File: src/rtl/nmi_rr_arbiter.sv
// Round-robin N-master to 1-slave arbiter for the native memory interface.
// Optional slave-response timeout is enabled by defining NMI_ARB_TIMEOUT_EN.
module nmi_rr_arbiter #(
  parameter int          NUM_MST     = 2,
  parameter int          ADDR_WIDTH  = 32,
  parameter int          DATA_WIDTH  = 32,
  parameter int          TIMEOUT_CYC = 1024,
  parameter logic [31:0] ERR_DATA    = 32'hDEAD_BEEF
) (
  input  logic                             clk_i,
  input  logic                             rst_i,
  input  logic [NUM_MST-1:0]               m_valid_i,
  input  logic [NUM_MST*ADDR_WIDTH-1:0]    m_addr_i,
  input  logic [NUM_MST*DATA_WIDTH-1:0]    m_wdata_i,
  input  logic [NUM_MST*DATA_WIDTH/8-1:0]  m_wstrb_i,
  output logic [DATA_WIDTH-1:0]            m_rdata_o,
  output logic [NUM_MST-1:0]               m_ready_o,
  output logic                             s_valid_o,
  output logic [ADDR_WIDTH-1:0]            s_addr_o,
  output logic [DATA_WIDTH-1:0]            s_wdata_o,
  output logic [DATA_WIDTH/8-1:0]          s_wstrb_o,
  input  logic [DATA_WIDTH-1:0]            s_rdata_i,
  input  logic                             s_ready_i,
  output logic [$clog2(NUM_MST)-1:0]       grant_o,
  output logic                             timeout_o
);

  localparam int GW = $clog2(NUM_MST);
  localparam int SW = DATA_WIDTH / 8;

  typedef enum logic {
    IDLE = 1'b0,
    BUSY = 1'b1
  } state_e;

  state_e                  state_q, state_d;
  logic [GW-1:0]           grant_q, grant_d;
  logic [GW-1:0]           last_q, last_d;
  logic [GW-1:0]           winner_s;
  logic                    sel_valid_s;
  logic                    tmo_s;
  logic                    s_valid_s;
  logic                    timeout_s;
  logic [NUM_MST-1:0]      m_ready_s;
  logic [DATA_WIDTH-1:0]   err_data_s;

  assign err_data_s  = DATA_WIDTH'(ERR_DATA);
  assign sel_valid_s = m_valid_i[grant_q];

  // Scan from the master after the last served one; lowest offset wins.
  always_comb begin
    winner_s = last_q;
    for (int i = NUM_MST; i >= 1; i--) begin
      if (m_valid_i[(int'(last_q) + i) % NUM_MST]) begin
        winner_s = GW'((int'(last_q) + i) % NUM_MST);
      end else begin
        winner_s = winner_s;
      end
    end
  end

`ifdef NMI_ARB_TIMEOUT_EN
  localparam int CW = $clog2(TIMEOUT_CYC + 1);
  logic [CW-1:0] cnt_q, cnt_d;

  always_comb begin
    cnt_d = cnt_q;
    if (state_q == IDLE) begin
      cnt_d = '0;
    end else if (!s_ready_i) begin
      cnt_d = cnt_q + CW'(1);
    end else begin
      cnt_d = cnt_q;
    end
  end

  assign tmo_s = (state_q == BUSY) && (cnt_q == CW'(TIMEOUT_CYC - 1));

  always_ff @(posedge clk_i) begin
    if (rst_i) begin
      cnt_q <= '0;
    end else begin
      cnt_q <= cnt_d;
    end
  end
`else
  logic unused_tmo_s;
  assign unused_tmo_s = ^32'(TIMEOUT_CYC);
  assign tmo_s        = 1'b0;
`endif

  // Next-state and response logic; a ready always beats a coincident timeout.
  always_comb begin
    state_d   = state_q;
    grant_d   = grant_q;
    last_d    = last_q;
    s_valid_s = 1'b0;
    m_ready_s = '0;
    m_rdata_o = s_rdata_i;
    timeout_s = 1'b0;
    case (state_q)
      IDLE: begin
        if (|m_valid_i) begin
          grant_d = winner_s;
          state_d = BUSY;
        end else begin
          state_d = IDLE;
        end
      end
      BUSY: begin
        if (!sel_valid_s) begin
          state_d = IDLE;
        end else if (s_ready_i) begin
          s_valid_s          = 1'b1;
          m_ready_s[grant_q] = 1'b1;
          last_d             = grant_q;
          state_d            = IDLE;
        end else if (tmo_s) begin
          m_ready_s[grant_q] = 1'b1;
          m_rdata_o          = err_data_s;
          timeout_s          = 1'b1;
          last_d             = grant_q;
          state_d            = IDLE;
        end else begin
          s_valid_s = 1'b1;
        end
      end
      default: begin
        state_d = IDLE;
      end
    endcase
  end

  // Reset suppresses any handshake in flight in the same cycle.
  assign s_valid_o = s_valid_s & ~rst_i;
  assign m_ready_o = m_ready_s & {NUM_MST{~rst_i}};
  assign timeout_o = timeout_s & ~rst_i;
  assign grant_o   = grant_q;

  assign s_addr_o  = m_addr_i[grant_q*ADDR_WIDTH +: ADDR_WIDTH];
  assign s_wdata_o = m_wdata_i[grant_q*DATA_WIDTH +: DATA_WIDTH];
  assign s_wstrb_o = m_wstrb_i[grant_q*SW +: SW];

  // State, grant and round-robin pointer registers.
  always_ff @(posedge clk_i) begin
    if (rst_i) begin
      state_q <= IDLE;
      grant_q <= '0;
      last_q  <= GW'(NUM_MST - 1);
    end else begin
      state_q <= state_d;
      grant_q <= grant_d;
      last_q  <= last_d;
    end
  end

endmodule

File: config.mk
export PLATFORM = sky130hd
export DESIGN_NAME = nmi_rr_arbiter
export DESIGN_NICKNAME = d
export VERILOG_FILES = /design/src/rtl/nmi_rr_arbiter.sv
export SDC_FILE = /design/constraint.sdc
export NUM_CORES = 1
export LEC_CHECK = 0
export ABC_AREA = 1
export CAP_MARGIN = 10
export CORE_AREA = 2 2 108 110
export DETAILED_ROUTE_END_ITERATION = 8
export DIE_AREA = 0 0 110 112
export GPL_TIMING_DRIVEN = 0
export PLACE_DENSITY = 0.67
export SYNTH_ARGS = -nofsm -noshare
export SYNTH_HDL_FRONTEND = slang
export SYNTH_SLANG_ARGS = --single-unit
File: constraint.sdc
create_clock -name clk_i -period 1.65 [get_ports clk_i]
set_input_delay 0.2475 -clock clk_i [delete_from_list [all_inputs] [get_ports clk_i]]
set_output_delay 0.2475 -clock clk_i [all_outputs]
set_load 0.005 [all_outputs]
==> run metrics, run 1 <==
filler instances approximately 1200; Final ANT Viol Nets 0; Syn. warnings 0; Peak VDD IR ~520 uV; Setup CP Type register to primary output; Clk Tree Root Cell clkbuf_16; WP data required 1400 ps; Detail Placement HPWL approximately 6900 um; # IOs ~280; Initial Util 0.115; most frequent cells in the layout nand2_1 (213), clkdlybuf4s50_1 (206), buf_4 (41); crit path max-delay cell type clkdlybuf4s50_1; Via-to-Cell Ratio approximately 3.8; port bufs 244; final worst slack -169 ps; initial drt markers between 100 and 150; vias in the first global route between 2000 and 2500; largest net degree at the start of global routing 11; WL final just over 8000 um; Slowest Stage Delay on Critical Path approximately 500 ps; syn_nets between 400 and 500; htree depth 1; RSZ-0062 raised after global routing yes; cells along the critical path buf_12 > clkbuf_4 > nand2_1 > nand2_1 > clkdlybuf4s50_1; Finished Cell Area between 4000 and 5000 sq um; Wirelength per Cell between 10 and 15 um; Hold Path Class register to register; Die X between 100 and 150 um; crit path DAT roughly 1600 ps; Leak Pwr approximately 0.0021 uW; initial antenna violation count 0; startpoint types register; footprint of the multi-input gates roughly 880 sq um; clk sinks 3; skew final 1.19 ps; Skew-Pair Late Insertion Delay between 200 and 250 ps; final setup fails 33; Die H roughly 110 um; CTS tree yes; status complete, but fails checks; die area ~12000 sq um; post-route insts no fill 680; core area roughly 11000 sq um; GPL Wtd Cong approximately 0.83; most frequent CP cell nand2_1; Area Growth Syn to Fin 226%; Place WS -220 ps; failing checks negative setup slack; total clock buffers created by CTS 3; synthesized area approximately 1300 sq um; Final Util 0.376; # nets final ~710; first-pass GRT wire length between 10000 and 15000 um; pins over their slew limit 0; Yosys cell types 16; Worst setup EP type primary output; Hold Vio Cnt, Final 0; FF+latch area 61.3 sq um; FMAX about 550 MHz; R2R Setup Slk 500 ps; overall fraction of global-route tracks in use 0.113; Mapped Avg Cell Area approximately 4.6 sq um; grt total ovfl 0; Pre-Repair DR Iteration Count 5; fraction of layout cells with a size suffix above 1 0.123; commonest non-fill, non-tap cell in the layout nand2_1; CP Max Fanout 10; dpl cell area 3910 sq um; final worst path period need 1820 ps; #FFs+latches synth 3; sequential area share after synthesis 0.0466; clk buf depth 2; row count 39; Max Cap Viol 0; DR vias ~2600; # diodes 0; dpl cells 668; Power per Cell Area between 300 and 400 nW/um^2; CTS Hold Bufs 0; Cells after Synth 281; Tcrit/Tclk final 1.10; DRC 0; CTS clk-pin slew, worst paths around 30 ps
==> critical path: cells and delay by family (launching register included) <==
| kind | cells | cell delay (ps) |
|---|---|---|
| and+or+nand+nor | 2 | 140 |
| buffers and inverters | 3 | 870 |
| DFF | 1 | 340 |
==> flip-flops by register name (all words and copies together), names as in the netlist <==
signal,flops
grant_o,1
state_q,1
last_q,1
==> metal layers <==
metal	GRT usage	routed length (um)	vias up
met4	0.0228	106	0
met2	0.225	4260	159
met5	0	0	-
met1	0.112	2650	1117
met3	0.0310	1080	12
li1	-	-	1316
==> worst paths after layout <==
check / from / to / cells past startpoint
min: last_q / last_q / 2
min reg2reg: last_q / last_q / 2
max: grant_o / s_addr_o[22] / 5
max reg2reg: grant_o / last_q / 7
==> where the power goes <==
group	switching [uW]	internal [uW]
combinational	349	765
clock	70.4	319
sequential	5.16	78.9
total	424	1160
==> kinds of logic (layout without fill, tap and decap cells) <==
kind of cell,count (synthesis),count (layout),share of synthesized area
simple gates,225,225,0.666
compound gates,2,2,0.00970
other cells,1,1,0.00291
buf+inv,50,306,0.274
flops,3,3,0.0466
==> layout make-up <==
type | instances | share of cell area
clock buffers | 4 | 0.0188
well taps | 143 | 0.0426
flip-flops and latches | 3 | 0.0146
multi-input cells | 228 | 0.208
inverters | 2 | 0.00476
plain buffers | 48 | 0.101
repair inverters | 1 | 0.00208
repair buffers | 251 | 0.608
==> synthesized netlist by cell type <==
cell      instances  area, sq um
nand2_2           2         12.5
a21oi_1           1         5.00
buf_4            34          255
nand3_1           2         10.0
conb_1            1         3.75
a21o_1            1         7.51
nand3b_1          1         7.51
nand2_1         213          800
dfxtp_1           3         60.1
nor3_1            1         5.00
buf_6             3         33.8
nand4_1           1         6.26
buf_2            11         55.1
nor2_1            5         18.8
inv_4             1         6.26
inv_1             1         3.75
==> through the flow <==
stage | setup TNS, ps | hold slack, ps | total power [uW]
floorplan | 0 | 317 | 393
global placement | -2050 | 442 | 1170
detailed placement | -3040 | 440 | 1180
CTS | -8840 | 449 | 1600
global route | -6700 | 467 | 1690
finish | -4260 | 449 | 1590
==> what timing repair did <==
action,CTS,global route
pin swaps,0,1
gates resized for setup,48,38
buffers inserted,3,2
setup endpoints to repair,71,61
cloned,3,0
No activity file was read; power rests on OpenSTA's default activity.
==> run 2: changes to the inputs <==
CAP_MARGIN = unset   (was 10)
==> results of run 2 <==
The final DEF is identical to that of run 1; final timing and power are the same.
==> run 3: changes to the inputs <==
CTS_CLUSTER_SIZE = 14   (was unset)
GPL_TIMING_DRIVEN = unset   (was 0)
==> run 3 against run 2 <==
  * The flow now finishes without violations
  * Total power down 9.7%
  * Fmax up 10%
  * Combinational power down 13%
==> run metrics, run 3 (synthesized netlist as in run 1, its figures left out) <==
CTS clk-pin slew, worst paths 30 ps (about the same); Via-to-Cell Ratio 3.74 (-2.4%); WL final 7460 um (-7.8%); # nets final 651 (-8.4%); Peak VDD IR 437 uV (-16%); setup TNS 0 ps (+4260 ps); Skew-Pair Late Insertion Delay 220 ps (about the same); CP Max Fanout 15 (+5); startpoint types register; vias in the first global route 2171 (-8.5%); port bufs 212 (-13%); WP data required 1400 ps (about the same); filler instances 1199 (+2.1%); Die H 112 um (unchanged); total clock buffers created by CTS 3 (unchanged); # IOs 278 (unchanged); Hold Vio Cnt, Final 0 (unchanged); Final ANT Viol Nets 0 (unchanged); FF+latch area 63.8 sq um (+4.1%); skew final 1.95 ps (+0.756 ps); initial drt markers 55 (-49%); Power per Cell Area 382 nW/um^2 (+1.1%); overall fraction of global-route tracks in use 0.102 (-0.0102); footprint of the multi-input gates 908 sq um (+3.7%); grt total ovfl 0 (unchanged); core area 11200 sq um (unchanged); Die X 110 um (unchanged); commonest non-fill, non-tap cell in the layout nand2_1; Area Growth Syn to Fin 191%; Place WS -181 ps (+38.8 ps); Pre-Repair DR Iteration Count 4 (-1); initial antenna violation count 0 (unchanged); Max Cap Viol 0 (unchanged); CTS Hold Bufs 0 (unchanged); Tcrit/Tclk final 0.998 (-0.104); DRC 0 (unchanged); Worst setup EP type primary output; Wirelength per Cell 12.0 um (+1.1%); most frequent cells in the layout nand2_1 (206), clkdlybuf4s50_1 (140), dlygate4sd2_1 (41); fraction of layout cells with a size suffix above 1 0.0922 (-0.0307); post-route insts no fill 620 (-8.8%); final worst path period need 1650 ps (-172 ps); first-pass GRT wire length 10200 um (-8.2%); # diodes 0 (unchanged); crit path DAT 1400 ps (-170 ps); final setup fails 0 (-100%); Final Util 0.336 (-0.0400); Hold Path Class register to register; DR vias 2317 (-11%); clk sinks 3 (unchanged); dpl cells 598 (-10%); largest net degree at the start of global routing 37 (+26); Setup CP Type register to primary output; status completed; RSZ-0062 raised after global routing yes; die area 12300 sq um (unchanged); row count 39 (unchanged); GPL Wtd Cong 0.774 (-6.7%); FMAX 607 MHz (+10%); Leak Pwr 0.00189 uW (-12%); R2R Setup Slk 610 ps (+110 ps); Clk Tree Root Cell clkbuf_16; pins over their slew limit 0 (unchanged); clk buf depth 2 (unchanged); htree depth 1 (unchanged); CTS tree yes; Detail Placement HPWL 5660 um (-17%); final worst slack 3.15 ps (+172 ps); Initial Util 0.115 (unchanged)
-- run 3: cell count changes in the layout (fill, tap and decap cells not counted), moves of 7 or more --
| cell | previous run | this run |
|---|---|---|
| clkdlybuf4s50_1 | 206 | 140 |
| dlygate4sd2_1 | 10 | 41 |
| buf_4 | 41 | 11 |
| clkdlybuf4s15_1 | 11 | 27 |
| dlymetal6s2s_1 | 14 | 3 |
| nand2_1 | 213 | 206 |
-- run 3: cell type report --
class / count / share of cell area
clock buffers: 4 / 0.0210
inverters: 2 / 0.00533
multi-input cells: 228 / 0.242
flip-flops and latches: 3 / 0.0170
well taps: 143 / 0.0477
repair buffers: 240 / 0.667
-- run 3: through the flow --
step	hold WS, ps	area (sq um)	power (uW)
global placement	461	3390	1030
detailed placement	472	3390	1040
CTS	477	3570	1380
finish	475	3750	1430
global route	494	3750	1540
floorplan	317	1290	393
-- run 3: path summary, 6_finish.rpt --
path         startpoint           end  cells past startpoint
max             grant_o  s_wdata_o[3]                      6
min              last_q        last_q                      2
max reg2reg     grant_o        last_q                      6
min reg2reg      last_q        last_q                      2
-- run 3: metal layers --
metal  share of wire  track usage  vias up
met5               0            0        -
met4          0.0050       0.0169        0
met3            0.14       0.0439       12
met2            0.49        0.191      148
met1            0.36        0.105      961
li1                -            -     1196
-- run 3: what timing repair did --
| item | CTS | global route |
|---|---|---|
| gates cloned | 4 | 2 |
| endpoints found under the hold margin | 0 | 0 |
| setup buffers | 4 | 8 |
| setup endpoints to repair | 71 | 5 |
| gates resized for setup | 82 | 42 |
-- run 3: where the power goes --
group / internal (uW) / switching, uW
clock: 319 / 63.7
sequential: 78.2 / 7.63
combinational: 638 / 327
total: 1030 / 399
-- run 3: critical path, cell delays in order, from the launching register on --
cell,delay (ps)
dfxtp_4,360
buf_12,130
buf_4,130
clkbuf_16,170
nand2_1,70
nand2_1,40
dlygate4sd2_1,260
